==> config.mk <==
export PLATFORM = sky130hd
export DESIGN_NAME = fleet_shot_writer_flat
export DESIGN_NICKNAME = d
export VERILOG_FILES = /design/src/rtl/battleship_pkg.sv /design/src/rtl/fleet_shot_writer_if.sv /design/src/rtl/fleet_cell_map.sv /design/src/rtl/fleet_shot_writer.sv /design/src/flat_wrapper.sv
export SDC_FILE = /design/constraint.sdc
export NUM_CORES = 1
export LEC_CHECK = 0
export CORE_ASPECT_RATIO = 1.75
export CORE_MARGIN = 5
export CORE_UTILIZATION = 40
export DETAILED_ROUTE_END_ITERATION = 8
export PLACE_DENSITY = 0.67
export SYNTH_ARGS = -nofsm -noshare
export SYNTH_HDL_FRONTEND = slang
export SYNTH_SLANG_ARGS = --single-unit
==> constraint.sdc <==
create_clock -name clk -period 6.2 [get_ports clk]
set_input_delay 1.24 -clock clk [delete_from_list [all_inputs] [get_ports clk]]
set_output_delay 1.24 -clock clk [all_outputs]
set_load 0.05 [all_outputs]
==> src/rtl/battleship_pkg.sv <==
// Shared types and constants for the fleet damage matrix and its board cell map.
package battleship_pkg;
  localparam int NUM_BARCOS_MAX = 5;
  localparam int BOARD_DIM      = 5;
  localparam int NUM_CELLS      = 25;
  localparam logic [2:0] NO_BOAT = 3'd7;

  typedef struct packed {
    logic       occ;
    logic [2:0] id;
    logic [2:0] seg;
  } cell_t;

  typedef enum logic [2:0] {
    IDLE = 3'd0,
    PCHK = 3'd1,
    PWR  = 3'd2,
    SHOT = 3'd3,
    DONE = 3'd4
  } state_t;

  typedef logic [4:0][4:0] fleet_t;

  // Intact-row pattern for a freshly placed boat of the given length.
  function automatic logic [4:0] len_mask(input logic [2:0] len);
    case (len)
      3'd1:    len_mask = 5'b00001;
      3'd2:    len_mask = 5'b00011;
      3'd3:    len_mask = 5'b00111;
      3'd4:    len_mask = 5'b01111;
      3'd5:    len_mask = 5'b11111;
      default: len_mask = 5'b00000;
    endcase
  endfunction
endpackage

==> src/rtl/fleet_shot_writer_if.sv <==
// Request/result bundle between a requester and fleet_shot_writer.
// repeat_shot exists only when REPEAT_SHOT_DETECT_EN is defined.
interface fleet_shot_writer_if;
  import battleship_pkg::*;

  logic       place_valid;
  logic [2:0] place_id;
  logic [2:0] place_row;
  logic [2:0] place_col;
  logic       place_vert;
  logic [2:0] place_len;
  logic       shot_valid;
  logic [2:0] shot_row;
  logic [2:0] shot_col;
  logic       ready;
  logic       done;
  logic       place_err;
  logic       hit;
  logic       sunk;
  logic [2:0] sunk_id;
  logic       all_sunk;
  fleet_t     barcos;
`ifdef REPEAT_SHOT_DETECT_EN
  logic       repeat_shot;
`endif

  modport master (
    output place_valid, place_id, place_row, place_col, place_vert, place_len,
    output shot_valid, shot_row, shot_col,
`ifdef REPEAT_SHOT_DETECT_EN
    input  repeat_shot,
`endif
    input  ready, done, place_err, hit, sunk, sunk_id, all_sunk, barcos
  );

  modport slave (
    input  place_valid, place_id, place_row, place_col, place_vert, place_len,
    input  shot_valid, shot_row, shot_col,
`ifdef REPEAT_SHOT_DETECT_EN
    output repeat_shot,
`endif
    output ready, done, place_err, hit, sunk, sunk_id, all_sunk, barcos
  );
endinterface

==> src/rtl/fleet_cell_map.sv <==
// 25-entry board cell map: combinational read, synchronous write, async clear.
module fleet_cell_map
  import battleship_pkg::*;
(
  input  logic       clk,
  input  logic       rst,
  input  logic [4:0] rd_addr_i,
  output cell_t      rd_data_o,
  input  logic       we_i,
  input  logic [4:0] wr_addr_i,
  input  cell_t      wr_data_i
);
  cell_t cells_q [NUM_CELLS];

  assign rd_data_o = (rd_addr_i < 5'd25) ? cells_q[rd_addr_i] : '0;

  always_ff @(posedge clk or negedge rst) begin
    if (!rst) begin
      for (int i = 0; i < NUM_CELLS; i++) begin
        cells_q[i] <= '0;
      end
    end else if (we_i && (wr_addr_i < 5'd25)) begin
      cells_q[wr_addr_i] <= wr_data_i;
    end
  end
endmodule

==> src/rtl/fleet_shot_writer.sv <==
// Places boats on a 5x5 board and applies shots to the fleet damage matrix.
// Define REPEAT_SHOT_DETECT_EN to add shot history and the repeat_shot flag.
module fleet_shot_writer
  import battleship_pkg::*;
#(
  parameter int NUM_BARCOS = 5,
  parameter int BOARD_DIM  = 5
) (
  input logic          clk,
  input logic          rst,
  fleet_shot_writer_if.slave bus
);
  state_t     state_q;
  logic [2:0] idx_q, id_q, row_q, col_q, len_q, tid_q, sunk_id_q;
  logic       vert_q, is_place_q, err_q, hitp_q;
  logic       ready_q, done_q, place_err_q, hit_q, sunk_q, all_sunk_q;
  logic       all_sunk_d;
  fleet_t     barcos_q;
  logic [4:0] placed_q;

  logic [3:0] cur_r_s, cur_c_s;
  logic [4:0] addr_s;
  logic       off_board_s, id_bad_s, len_bad_s, placed_s, pchk_err_s, last_s;
  logic       shot_hit_s, repeat_s;
  cell_t      rd_cell_s, wr_cell_s;

`ifdef REPEAT_SHOT_DETECT_EN
  logic [24:0] hist_q;
  logic        rep_pend_q, repeat_shot_q;
  assign bus.repeat_shot = repeat_shot_q;
`endif

  // Cell under inspection: bow plus idx along the chosen axis; shots use idx 0.
  always_comb begin
    cur_r_s     = {1'b0, row_q} + (vert_q ? {1'b0, idx_q} : 4'd0);
    cur_c_s     = {1'b0, col_q} + (vert_q ? 4'd0 : {1'b0, idx_q});
    off_board_s = (cur_r_s > 4'(BOARD_DIM - 1)) || (cur_c_s > 4'(BOARD_DIM - 1));
    addr_s      = off_board_s ? 5'd0
                : (5'(cur_r_s[2:0]) * 5'(BOARD_DIM) + 5'(cur_c_s[2:0]));
    id_bad_s    = (id_q >= 3'(NUM_BARCOS));
    len_bad_s   = (len_q == 3'd0) || (len_q > 3'(BOARD_DIM));
    placed_s    = id_bad_s ? 1'b0 : placed_q[id_q];
    pchk_err_s  = id_bad_s || len_bad_s || placed_s || off_board_s || rd_cell_s.occ;
    last_s      = (idx_q == (len_q - 3'd1));
`ifdef REPEAT_SHOT_DETECT_EN
    repeat_s    = !off_board_s && hist_q[addr_s];
`else
    repeat_s    = 1'b0;
`endif
    shot_hit_s  = !off_board_s && !repeat_s && rd_cell_s.occ
                  && barcos_q[rd_cell_s.id][rd_cell_s.seg];
    wr_cell_s   = '{occ: 1'b1, id: id_q, seg: idx_q};
    all_sunk_d  = (placed_q != 5'd0);
    for (int j = 0; j < NUM_BARCOS; j++) begin
      all_sunk_d = all_sunk_d && (!placed_q[j] || (barcos_q[j] == 5'd0));
    end
  end

  fleet_cell_map u_map (
    .clk       (clk),
    .rst       (rst),
    .rd_addr_i (addr_s),
    .rd_data_o (rd_cell_s),
    .we_i      (state_q == PWR),
    .wr_addr_i (addr_s),
    .wr_data_i (wr_cell_s)
  );

  // Request sequencing, matrix updates and registered result flags.
  always_ff @(posedge clk or negedge rst) begin
    if (!rst) begin
      state_q <= IDLE;      ready_q <= 1'b1;     done_q <= 1'b0;
      idx_q <= 3'd0;        id_q <= 3'd0;        row_q <= 3'd0;
      col_q <= 3'd0;        len_q <= 3'd0;       vert_q <= 1'b0;
      is_place_q <= 1'b0;   err_q <= 1'b0;       hitp_q <= 1'b0;
      tid_q <= NO_BOAT;     place_err_q <= 1'b0; hit_q <= 1'b0;
      sunk_q <= 1'b0;       sunk_id_q <= 3'd0;   all_sunk_q <= 1'b0;
      barcos_q <= '0;       placed_q <= 5'd0;
`ifdef REPEAT_SHOT_DETECT_EN
      hist_q <= 25'd0;      rep_pend_q <= 1'b0;  repeat_shot_q <= 1'b0;
`endif
    end else begin
      done_q     <= 1'b0;
      all_sunk_q <= all_sunk_d;
      case (state_q)
        IDLE: begin
          if (bus.place_valid) begin
            id_q <= bus.place_id;   row_q <= bus.place_row; col_q <= bus.place_col;
            vert_q <= bus.place_vert; len_q <= bus.place_len;
            idx_q <= 3'd0; is_place_q <= 1'b1; err_q <= 1'b0;
            state_q <= PCHK; ready_q <= 1'b0;
          end else if (bus.shot_valid) begin
            row_q <= bus.shot_row; col_q <= bus.shot_col; vert_q <= 1'b0;
            idx_q <= 3'd0; is_place_q <= 1'b0;
            state_q <= SHOT; ready_q <= 1'b0;
          end
        end
        PCHK: begin
          if (pchk_err_s) begin
            err_q <= 1'b1; state_q <= DONE;
          end else if (last_s) begin
            idx_q <= 3'd0; state_q <= PWR;
          end else begin
            idx_q <= idx_q + 3'd1;
          end
        end
        PWR: begin
          if (last_s) begin
            barcos_q[id_q] <= len_mask(len_q);
            placed_q[id_q] <= 1'b1;
            state_q <= DONE;
          end else begin
            idx_q <= idx_q + 3'd1;
          end
        end
        SHOT: begin
          hitp_q <= shot_hit_s;
          tid_q  <= shot_hit_s ? rd_cell_s.id : NO_BOAT;
          if (shot_hit_s) begin
            barcos_q[rd_cell_s.id][rd_cell_s.seg] <= 1'b0;
          end
`ifdef REPEAT_SHOT_DETECT_EN
          rep_pend_q <= repeat_s;
          if (!off_board_s && !repeat_s) begin
            hist_q[addr_s] <= 1'b1;
          end
`endif
          state_q <= DONE;
        end
        DONE: begin
          done_q <= 1'b1;
          if (is_place_q) begin
            place_err_q <= err_q; hit_q <= 1'b0; sunk_q <= 1'b0; sunk_id_q <= 3'd0;
`ifdef REPEAT_SHOT_DETECT_EN
            repeat_shot_q <= 1'b0;
`endif
          end else begin
            place_err_q <= 1'b0;
            hit_q       <= hitp_q;
            sunk_q      <= hitp_q && (barcos_q[tid_q] == 5'd0);
            sunk_id_q   <= (hitp_q && (barcos_q[tid_q] == 5'd0)) ? tid_q : 3'd0;
`ifdef REPEAT_SHOT_DETECT_EN
            repeat_shot_q <= rep_pend_q;
`endif
          end
          state_q <= IDLE; ready_q <= 1'b1;
        end
        default: begin
          state_q <= IDLE; ready_q <= 1'b1;
        end
      endcase
    end
  end

  assign bus.ready     = ready_q;
  assign bus.done      = done_q;
  assign bus.place_err = place_err_q;
  assign bus.hit       = hit_q;
  assign bus.sunk      = sunk_q;
  assign bus.sunk_id   = sunk_id_q;
  assign bus.all_sunk  = all_sunk_q;
  assign bus.barcos    = barcos_q;
endmodule

==> src/flat_wrapper.sv <==
// flat-port wrapper written by rule: the top's interface ports become plain ports
module fleet_shot_writer_flat import battleship_pkg::*;
#(
  parameter int NUM_BARCOS = 5,
  parameter int BOARD_DIM  = 5
)
  (clk, rst, bus_place_valid, bus_place_id, bus_place_row, bus_place_col, bus_place_vert, bus_place_len, bus_shot_valid, bus_shot_row, bus_shot_col, bus_ready, bus_done, bus_place_err, bus_hit, bus_sunk, bus_sunk_id, bus_all_sunk, bus_barcos);
  fleet_shot_writer_if bus_i ();
  input logic clk;
  input logic rst;
  input wire logic [$bits(bus_i.place_valid)-1:0] bus_place_valid;
  input wire logic [$bits(bus_i.place_id)-1:0] bus_place_id;
  input wire logic [$bits(bus_i.place_row)-1:0] bus_place_row;
  input wire logic [$bits(bus_i.place_col)-1:0] bus_place_col;
  input wire logic [$bits(bus_i.place_vert)-1:0] bus_place_vert;
  input wire logic [$bits(bus_i.place_len)-1:0] bus_place_len;
  input wire logic [$bits(bus_i.shot_valid)-1:0] bus_shot_valid;
  input wire logic [$bits(bus_i.shot_row)-1:0] bus_shot_row;
  input wire logic [$bits(bus_i.shot_col)-1:0] bus_shot_col;
  output wire logic [$bits(bus_i.ready)-1:0] bus_ready;
  output wire logic [$bits(bus_i.done)-1:0] bus_done;
  output wire logic [$bits(bus_i.place_err)-1:0] bus_place_err;
  output wire logic [$bits(bus_i.hit)-1:0] bus_hit;
  output wire logic [$bits(bus_i.sunk)-1:0] bus_sunk;
  output wire logic [$bits(bus_i.sunk_id)-1:0] bus_sunk_id;
  output wire logic [$bits(bus_i.all_sunk)-1:0] bus_all_sunk;
  output wire logic [$bits(bus_i.barcos)-1:0] bus_barcos;
  assign bus_i.place_valid = bus_place_valid;
  assign bus_i.place_id = bus_place_id;
  assign bus_i.place_row = bus_place_row;
  assign bus_i.place_col = bus_place_col;
  assign bus_i.place_vert = bus_place_vert;
  assign bus_i.place_len = bus_place_len;
  assign bus_i.shot_valid = bus_shot_valid;
  assign bus_i.shot_row = bus_shot_row;
  assign bus_i.shot_col = bus_shot_col;
  assign bus_ready = bus_i.ready;
  assign bus_done = bus_i.done;
  assign bus_place_err = bus_i.place_err;
  assign bus_hit = bus_i.hit;
  assign bus_sunk = bus_i.sunk;
  assign bus_sunk_id = bus_i.sunk_id;
  assign bus_all_sunk = bus_i.all_sunk;
  assign bus_barcos = bus_i.barcos;
  fleet_shot_writer #(.NUM_BARCOS(NUM_BARCOS), .BOARD_DIM(BOARD_DIM)) u_core (.clk(clk), .rst(rst), .bus(bus_i));
endmodule
==> results of run 1 <==
[flip-flops by register name, summed over array words and instances, names as in the netlist, 3 cells and up]
signal                cells
u_core.id_q               3
u_core.col_q              3
u_core.state_q            3
u_core.row_q              3
u_core.u_map.cells_q    175
u_core.idx_q              3
u_core.placed_q           5
u_core.tid_q              3
u_core.len_q              3
u_core.bus.sunk_id        3
u_core.bus.barcos        25
[worst max-delay path by stage]
stage,from,end,slack (ns),depth (start not counted)
global route,u_core.vert_q$_DFFE_PN0P_,u_core.hitp_q$_DFFE_PN0P_,0.05,18
CTS,u_core.vert_q$_DFFE_PN0P_,u_core.hitp_q$_DFFE_PN0P_,0.36,18
detailed placement,u_core.vert_q$_DFFE_PN0P_,u_core.hitp_q$_DFFE_PN0P_,0.39,18
floorplan,u_core.idx_q[1]$_DFFE_PN0P_,u_core.hitp_q$_DFFE_PN0P_,0.58,21
global placement,u_core.vert_q$_DFFE_PN0P_,u_core.hitp_q$_DFFE_PN0P_,0.39,18
finish,u_core.vert_q$_DFFE_PN0P_,u_core.hitp_q$_DFFE_PN0P_,0.32,17
[Yosys cell counts (20+ instances only)]
cell type	number	area share
mux2_2	158	0.15
o21ai_0	94	0.039
a21oi_1	52	0.022
ha_1	20	0.021
or2_2	23	0.012
dfrtp_1	235	0.49
clkbuf_1	47	0.015
nor2_1	90	0.028
nand4_1	22	0.011
inv_1	23	0.0072
nand2_1	54	0.017
mux2i_1	40	0.033
o221ai_1	21	0.015
[metal layers]
layer | share of wire | vias up | track usage | wire length (um)
li1 | - | 4192 | - | -
met1 | 0.36 | 4607 | 0.227 | 13000
met2 | 0.53 | 280 | 0.393 | 19000
met3 | 0.035 | 104 | 0.0220 | 1270
met4 | 0.075 | 0 | 0.141 | 2700
met5 | 0 | - | 0 | 0
[through the flow]
step,worst slack [ns],hold WS (ns)
floorplan,0.576,0.427
global placement,0.390,0.439
detailed placement,0.390,0.450
CTS,0.361,0.465
global route,0.0543,0.473
finish,0.322,0.460
[logic make-up (layout without fill, tap and decap cells)]
| logic type | after synthesis | after routing | share of synthesized area |
|---|---|---|---|
| simple gates | 279 | 279 | 0.117 |
| compound gates | 264 | 264 | 0.140 |
| flops | 239 | 239 | 0.497 |
| mux | 198 | 198 | 0.181 |
| buf+inv | 92 | 178 | 0.0312 |
| fa+ha+maj | 23 | 23 | 0.0258 |
| xor+xnor | 11 | 11 | 0.00800 |
[area by class of cell]
cell class / instances / area share
Sequential cell: 239 / 0.426
Multi-Input combinational cell: 775 / 0.406
Timing Repair Buffer: 114 / 0.0722
Clock buffer: 35 / 0.0492
Tap cell: 387 / 0.0345
Inverter: 24 / 0.00641
Clock inverter: 5 / 0.00579
[repair_timing]
| action | CTS | global route |
|---|---|---|
| endpoints found under the setup margin | 0 | 1 |
| endpoints found under the hold margin | 0 | 0 |
| resized for setup | 0 | 1 |
| setup buffers | 0 | 0 |
==> flow_metrics.py, run 1 <==
metrics = {
    "clock_tree": {
        "cts_buffers": 23,
        "cts_tree": "done",
        "hold_buffers": 0,
        "cts.clk_slew.worst_paths_ns": 0.07,
        "cts-root-buf": "clkbuf_16",
        "clock_path_buffers": 3,
        "cts_sinks": 239,
        "htreeDepth": 1,
        "clk_latency_ns": 0.52,
    },
    "sta": {
        "worstMarginPinSlew_ns": 1.20,
        "fin_tns_setup_ns": 0,
        "drv_slew": 0,
        "setup_viol": 0,
        "min_period_over_period": 0.948,
        "fmax_ghz": 0.170,
        "rsz0062_at_grt": "false",
        "max-slew-margin-rel": 0.187,
        "finalHoldViolations": 0,
        "fin_worst_skew_ns": 0.0132,
        "layout_min_cycle_time_ns": 5.88,
    },
    "drt": {
        "antenna_left": 0,
        "drt-total-wl_mm": 35.9,
        "wire_per_inst_um": 22.8,
        "first_pass_iters": 5,
        "drtIter0Drc": 489,
        "vias": 9183,
        "route.detailed.drc": 0,
        "viasPerCell": 5.82,
    },
    "synth": {
        "synth_fp_nets": 1152,
        "ys_seq_area_frac": 0.497,
        "syn-cell-area_sq_um": 12000,
        "synth_edf_count": 0,
        "syn_inst": 1106,
        "synthArstFlopShare": 1.00,
        "ys_warn_count": 0,
        "synth-seq-cells": 239,
        "avgSynthCellArea_sq_um": 10.9,
        "ys_types": 68,
        "ys.flop_type": "dfrtp_1",
    },
    "critical_path": {
        "worstReg2RegStart": "u_core.vert_q$_DFFE_PN0P_",
        "cp_top_family": "adder cells",
        "max_stage_delay_ns": 0.53,
        "critPathMaxFanout": 11,
        "setup.worst_path.start_class": "register",
        "critPathMostFrequentCell": "ha_1",
        "reg2reg_to": "u_core.hitp_q$_DFFE_PN0P_",
        "crit_slowest_cell": "xnor2_1",
        "cp_cell_sequence": "and2_1 > ha_1 > inv_1 > fa_1 > xnor2_1 > ha_1 > ha_1 > fa_1 > xnor2_1 > nor2_1 > and3_1 > a222oi_1 > nand4_1 > and3_1 > o311a_1 > a311o_1 > a221o_1",
        "rr_worst_depth": 17,
        "cp.arrival_ns": 6.29,
        "path_buf_inv": 1,
        "cp-end-kind": "register",
        "crit_type": "register to register",
        "reg2reg_slack_ns": 0.32,
        "cp.required_ns": 6.61,
    },
    "min_path": {
        "hold_depth": 1,
        "min_to": "u_core.u_map.cells_q[125]$_DFFE_PN0P_",
        "hp-class": "register to register",
        "min-delay-start": "u_core.u_map.cells_q[125]$_DFFE_PN0P_",
    },
    "cells_and_area": {
        "drive_gt1_frac": 0.245,
        "fin_cells": 1579,
        "fillers": 2773,
        "final_common_cell": "dfrtp_1",
        "final_cell_mix": "235 x dfrtp_1, 158 x mux2_2, 94 x o21ai_0",
        "multi_input_area_sq_um": 5700,
        "area_growth_pct": 16.7,
        "nets": 1223,
        "design_area_sq_um": 14000,
        "seqCellArea_sq_um": 5990,
        "antenna_cells": 0,
        "post-route-util": 0.471,
    },
    "global_routing": {
        "antenna_found_initial": 0,
        "grt_pass1_wl_mm": 56.0,
        "grt_overflow": 0,
        "track_usage": 0.213,
        "grt_pass1_vias": 9579,
        "grt_max_degree": 133,
    },
    "die": {
        "die_height_um": 240,
        "rows": 84,
        "die_w_um": 141,
        "initial_core_util": 0.403,
        "io_pins": 57,
        "die_area_sq_um": 33800,
        "core_sq_um": 29800,
    },
    "placement": {
        "numPortBuffers": 56,
        "dp.cells": 1539,
        "dpl-instance-area_sq_um": 13300,
        "gp_congestion": 0.949,
        "dp_hpwl_mm": 26.1,
    },
    "job": {
        "drv_cap": 0,
    },
    "status": {
        "status": "completed",
    },
}
Power of run 1 is not shown: default switching activity piles up to over one toggle a cycle in this logic, so the estimate is an artifact.
==> run 2: changes to the inputs <==
- CAP_MARGIN: unset -> 20
- CORE_UTILIZATION: 40 -> 30
- PLACE_DENSITY: 0.67 -> 0.55
==> flow_metrics.py, run 2 (same netlist as run 1, synthesis figures left out) <==
metrics = {
    "status": {
        "status": "completed",
    },
    "cells_and_area": {
        "nets": 1212,
        "area_growth_pct": 17.2,
        "final_common_cell": "dfrtp_1",
        "antenna_cells": 0,
        "drive_gt1_frac": 0.243,
        "regMostFlops": "u_core.u_map.cells_q",
        "fillers": 3949,
        "largest_reg_flops": 175,
        "multi_input_area_sq_um": 5720,
        "seqCellArea_sq_um": 5990,
        "final_cell_mix": "235 x dfrtp_1, 158 x mux2_2, 94 x o21ai_0",
    },
    "critical_path": {
        "path_buf_inv": 3,
        "critPathMaxFanout": 8,
        "cp_top_family": "compound AO/OA/AOI/OAI gates",
        "cp_cell_sequence": "and2_1 > ha_1 > inv_1 > fa_1 > xnor2_1 > ha_1 > ha_1 > ha_1 > a21o_1 > a21oi_1 > xnor2_1 > nor3_2 > buf_4 > o21ai_0 > and4_2 > buf_4 > or4_1 > o311ai_1 > o32ai_1 > a311o_1 > a221o_1",
        "reg2reg_slack_ns": 0.39,
        "crit_slowest_cell": "or4_1",
        "worstSetupStartpoint": "u_core.vert_q$_DFFE_PN0P_",
        "cp-end-kind": "register",
        "crit_type": "register to register",
        "worstReg2RegStart": "u_core.vert_q$_DFFE_PN0P_",
        "cp.arrival_ns": 6.23,
        "critPathMostFrequentCell": "ha_1",
        "max_stage_delay_ns": 0.47,
        "setup.worst_path.start_class": "register",
        "cp.required_ns": 6.61,
    },
    "die": {
        "die_area_sq_um": 44400,
        "io_pins": 57,
        "rows": 97,
        "die_w_um": 161,
        "die_height_um": 275,
        "core_sq_um": 39900,
        "initial_core_util": 0.302,
    },
    "min_path": {
        "hp-class": "register to register",
        "min-delay-start": "u_core.u_map.cells_q[69]$_DFFE_PN0P_",
    },
    "drt": {
        "drt-total-wl_mm": 36.2,
        "viasPerCell": 5.38,
        "vias": 9027,
        "antenna_left": 0,
        "wire_per_inst_um": 21.6,
        "first_pass_iters": 5,
        "route.detailed.drc": 0,
        "drtIter0Drc": 504,
    },
    "placement": {
        "dp_hpwl_mm": 26.2,
        "numPortBuffers": 56,
        "gp_congestion": 0.960,
    },
    "clock_tree": {
        "cts_buffers": 22,
        "clk_latency_ns": 0.53,
        "cts_tree": "done",
        "clock_path_buffers": 3,
        "htreeDepth": 1,
        "cts_sinks": 239,
        "cts-root-buf": "clkbuf_16",
        "cts.clk_slew.worst_paths_ns": 0.07,
    },
    "job": {
        "drv_cap": 0,
    },
    "global_routing": {
        "track_usage": 0.163,
        "grt_overflow": 0,
        "grt_max_degree": 134,
        "antenna_found_initial": 0,
        "grt_pass1_vias": 9431,
        "grt_pass1_wl_mm": 56.9,
    },
    "sta": {
        "drv_slew": 0,
        "finalHoldViolations": 0,
        "rsz0062_at_grt": "false",
        "setup_viol": 0,
        "min_period_over_period": 0.937,
        "fin_tns_setup_ns": 0,
        "layout_min_cycle_time_ns": 5.81,
        "fin_worst_skew_ns": 0.0125,
        "max-slew-margin-rel": 0.266,
        "worstMarginPinSlew_ns": 1.09,
        "fmax_ghz": 0.172,
    },
}
run 2: changes by cell type in the layout (fill, tap and decap cells not counted), sizes merged:
| cell | change |
|---|---|
| buf | -10 |
| clkbuf | -6 |
| clkinv | +6 |
run 2: timing repair:
| action | in CTS | in global routing |
|---|---|---|
| hold buffers | 0 | 0 |
| endpoints found under the hold margin | 0 | 0 |
| buffers inserted | 0 | 2 |
| gates resized for setup | 0 | 4 |
| setup endpoints to repair | 0 | 11 |
run 2: layer usage:
layer,GRT usage,vias up,part of all wire
li1,-,4168,-
met1,0.174,4550,0.38
met2,0.314,216,0.54
met3,0.0163,93,0.030
met4,0.0809,0,0.054
met5,0,-,0
run 2: metrics by stage:
| step | util | instance area (sq um) | worst slack [ns] | hold slack, ns | std cells |
|---|---|---|---|---|---|
| after CTS | 0.353 | 14100 | 0.136 | 0.471 | 1675 |
| final | 0.353 | 14100 | 0.388 | 0.469 | 1677 |
| after floorplan | - | 12000 | 0.576 | 0.427 | 1106 |
| after global placement | 0.334 | 13300 | 0.293 | 0.446 | 1635 |
| after detailed placement | 0.334 | 13300 | 0.212 | 0.450 | 1635 |
| after global routing | 0.353 | 14100 | 0.00902 | 0.478 | 1677 |
run 2: layout make-up:
type	count	area share
Multi-Input combinational cell	775	0.405
Timing Repair Buffer	104	0.0683
Clock buffer	29	0.0445
Inverter	24	0.00638
Tap cell	495	0.0439
Sequential cell	239	0.424
Clock inverter	11	0.00762
run 2: final timing paths:
| path | to | depth (start not counted) |
|---|---|---|
| worst min-delay path | u_core.u_map.cells_q[69]$_DFFE_PN0P_ | 1 |
| max in group asynchronous | u_core.u_map.cells_q[54]$_DFFE_PN0P_ | 2 |
| worst max register to register | u_core.hitp_q$_DFFE_PN0P_ | 21 |
| worst min register to register | u_core.u_map.cells_q[69]$_DFFE_PN0P_ | 1 |
| min in group asynchronous | u_core.u_map.cells_q[160]$_DFFE_PN0P_ | 1 |
| worst max-delay path | u_core.hitp_q$_DFFE_PN0P_ | 21 |
Power of run 2 is left out for the same reason.
==> run 3: changes to the inputs <==
- CORE_MARGIN: 5 -> 3
- clock period: 6.2 -> 5.35 ns (I/O delays scaled with it)
==> flow_metrics.py, run 3 (same netlist as run 1, synthesis figures left out) <==
metrics = {
    "status": {
        "status": "completed",
    },
    "die": {
        "io_pins": 57,
        "core_sq_um": 39400,
        "die_area_sq_um": 42700,
        "initial_core_util": 0.306,
        "die_height_um": 271,
        "rows": 96,
        "die_w_um": 157,
    },
    "critical_path": {
        "max_stage_delay_ns": 0.43,
        "cp_top_family": "compound AO/OA/AOI/OAI gates",
        "path_buf_inv": 5,
        "setup.worst_path.start_class": "register",
        "worstReg2RegStart": "u_core.idx_q[0]$_DFFE_PN0P_",
        "cp_cell_sequence": "and2_1 > ha_1 > inv_1 > fa_1 > xnor2_2 > ha_1 > ha_4 > ha_1 > a21o_1 > a21oi_4 > xor2_1 > buf_4 > buf_4 > nor3_2 > buf_4 > a22oi_1 > nand4_1 > nor3b_1 > buf_4 > o311a_1 > a311o_1 > a221o_1",
        "cp.arrival_ns": 5.52,
        "crit_slowest_cell": "fa_1",
        "reg2reg_slack_ns": 0.25,
        "critPathMaxFanout": 8,
        "crit_type": "register to register",
        "cp.required_ns": 5.76,
        "rr_worst_depth": 22,
        "cp-end-kind": "register",
        "reg2reg_to": "u_core.hitp_q$_DFFE_PN0P_",
        "critPathMostFrequentCell": "buf_4",
    },
    "drt": {
        "drt-total-wl_mm": 36.8,
        "antenna_left": 0,
        "vias": 9301,
        "wire_per_inst_um": 21.1,
        "route.detailed.drc": 0,
        "drtIter0Drc": 529,
        "viasPerCell": 5.34,
        "first_pass_iters": 5,
    },
    "clock_tree": {
        "clk_latency_ns": 0.53,
        "cts-root-buf": "clkbuf_16",
        "cts_buffers": 22,
        "cts_tree": "done",
        "cts_sinks": 239,
        "htreeDepth": 1,
        "hold_buffers": 0,
        "post-cts-setup-buffers": 0,
        "cts.clk_slew.worst_paths_ns": 0.07,
        "clock_path_buffers": 3,
    },
    "global_routing": {
        "antenna_found_initial": 0,
        "grt_max_degree": 102,
        "track_usage": 0.173,
        "grt_pass1_vias": 9700,
        "grt_overflow": 0,
        "grt_pass1_wl_mm": 57.3,
    },
    "sta": {
        "worstMarginPinSlew_ns": 1.08,
        "fin_worst_skew_ns": 0.0214,
        "max-slew-margin-rel": 0.274,
        "drv_slew": 0,
        "layout_min_cycle_time_ns": 5.10,
        "min_period_over_period": 0.954,
        "rsz0062_at_grt": "false",
        "fin_tns_setup_ns": 0,
        "fmax_ghz": 0.196,
        "setup_viol": 0,
        "finalHoldViolations": 0,
    },
    "placement": {
        "gp_congestion": 0.967,
        "numPortBuffers": 56,
        "dp_hpwl_mm": 27.1,
        "dpl-instance-area_sq_um": 13900,
    },
    "cells_and_area": {
        "final_cell_mix": "234 x dfrtp_1, 158 x mux2_2, 118 x buf_4",
        "fillers": 3874,
        "antenna_cells": 0,
        "area_growth_pct": 22.2,
        "drive_gt1_frac": 0.291,
        "nets": 1286,
        "final_common_cell": "dfrtp_1",
        "regMostFlops": "u_core.u_map.cells_q",
        "largest_reg_flops": 175,
        "design_area_sq_um": 14700,
    },
    "min_path": {
        "min_to": "u_core.u_map.cells_q[132]$_DFFE_PN0P_",
        "hold_depth": 1,
        "hp-class": "register to register",
        "min-delay-start": "u_core.u_map.cells_q[132]$_DFFE_PN0P_",
    },
    "job": {
        "drv_cap": 0,
    },
}
==> run 3: cell types whose count changed in the layout (fill, tap and decap cells not counted), moves of 2 or more <==
cell	before	now
buf_4	45	118
nor2_2	0	2
nor2_1	90	88
clkinvlp_4	1	3
clkinv_2	8	2
clkinv_4	0	2
==> run 3: timing repair <==
action | 4_1_cts | 5_1_grt
pin swaps | 0 | 3
gates resized for setup | 1 | 9
setup endpoints to repair | 3 | 23
endpoints found under the hold margin | 0 | 0
==> run 3: worst reg2reg max path: cells and delay by family (launching register included) <==
kind | cells | cell delay [ns]
AO/OA/AOI/OAI | 6 | 1.56
XOR/XNOR | 2 | 0.32
adder cells (fa/ha/maj) | 5 | 1.44
buffers and inverters | 5 | 0.71
flip-flops | 1 | 0.37
AND/OR/NAND/NOR | 4 | 0.62
==> run 3: worst max path at each step <==
stage	startpoint	to	slack, ns	cells past startpoint
final	u_core.idx_q[0]$_DFFE_PN0P_	u_core.hitp_q$_DFFE_PN0P_	0.25	22
after detailed placement	u_core.idx_q[0]$_DFFE_PN0P_	u_core.hitp_q$_DFFE_PN0P_	-0.03	21
after global placement	u_core.idx_q[0]$_DFFE_PN0P_	u_core.hitp_q$_DFFE_PN0P_	0.01	21
after global routing	u_core.idx_q[0]$_DFFE_PN0P_	u_core.tid_q[0]$_DFFE_PN1P_	0.02	22
after CTS	u_core.idx_q[0]$_DFFE_PN0P_	u_core.hitp_q$_DFFE_PN0P_	0.01	19
after floorplan	u_core.idx_q[0]$_DFFE_PN0P_	u_core.hitp_q$_DFFE_PN0P_	0.005	22
==> run 3: metrics by stage <==
step,util,hold slack (ns),setup WS (ns),cells
CTS,0.372,0.464,0.0129,1743
detailed placement,0.354,0.449,-0.0285,1706
floorplan,-,0.427,0.00536,1106
global route,0.373,0.477,0.0194,1743
finish,0.373,0.462,0.249,1743
global placement,0.354,0.442,0.0127,1706
==> run 3: cell type report <==
class / count / area [sq um] / area share
multi-input combinational: 775 / 5760 / 0.391
clock inverter: 10 / 119 / 0.00808
tap: 490 / 613 / 0.0417
clock buffer: 27 / 611 / 0.0415
inverter: 24 / 90.1 / 0.00613
sequential: 239 / 5990 / 0.407
timing repair buffer: 178 / 1530 / 0.104
==> run 3: per-layer routing <==
metal / global-route usage / part of all wire
met3: 0.0126 / 0.025
met4: 0.0987 / 0.064
met5: 0 / 0
met2: 0.322 / 0.54
met1: 0.188 / 0.37
Power of run 3 is left out for the same reason.
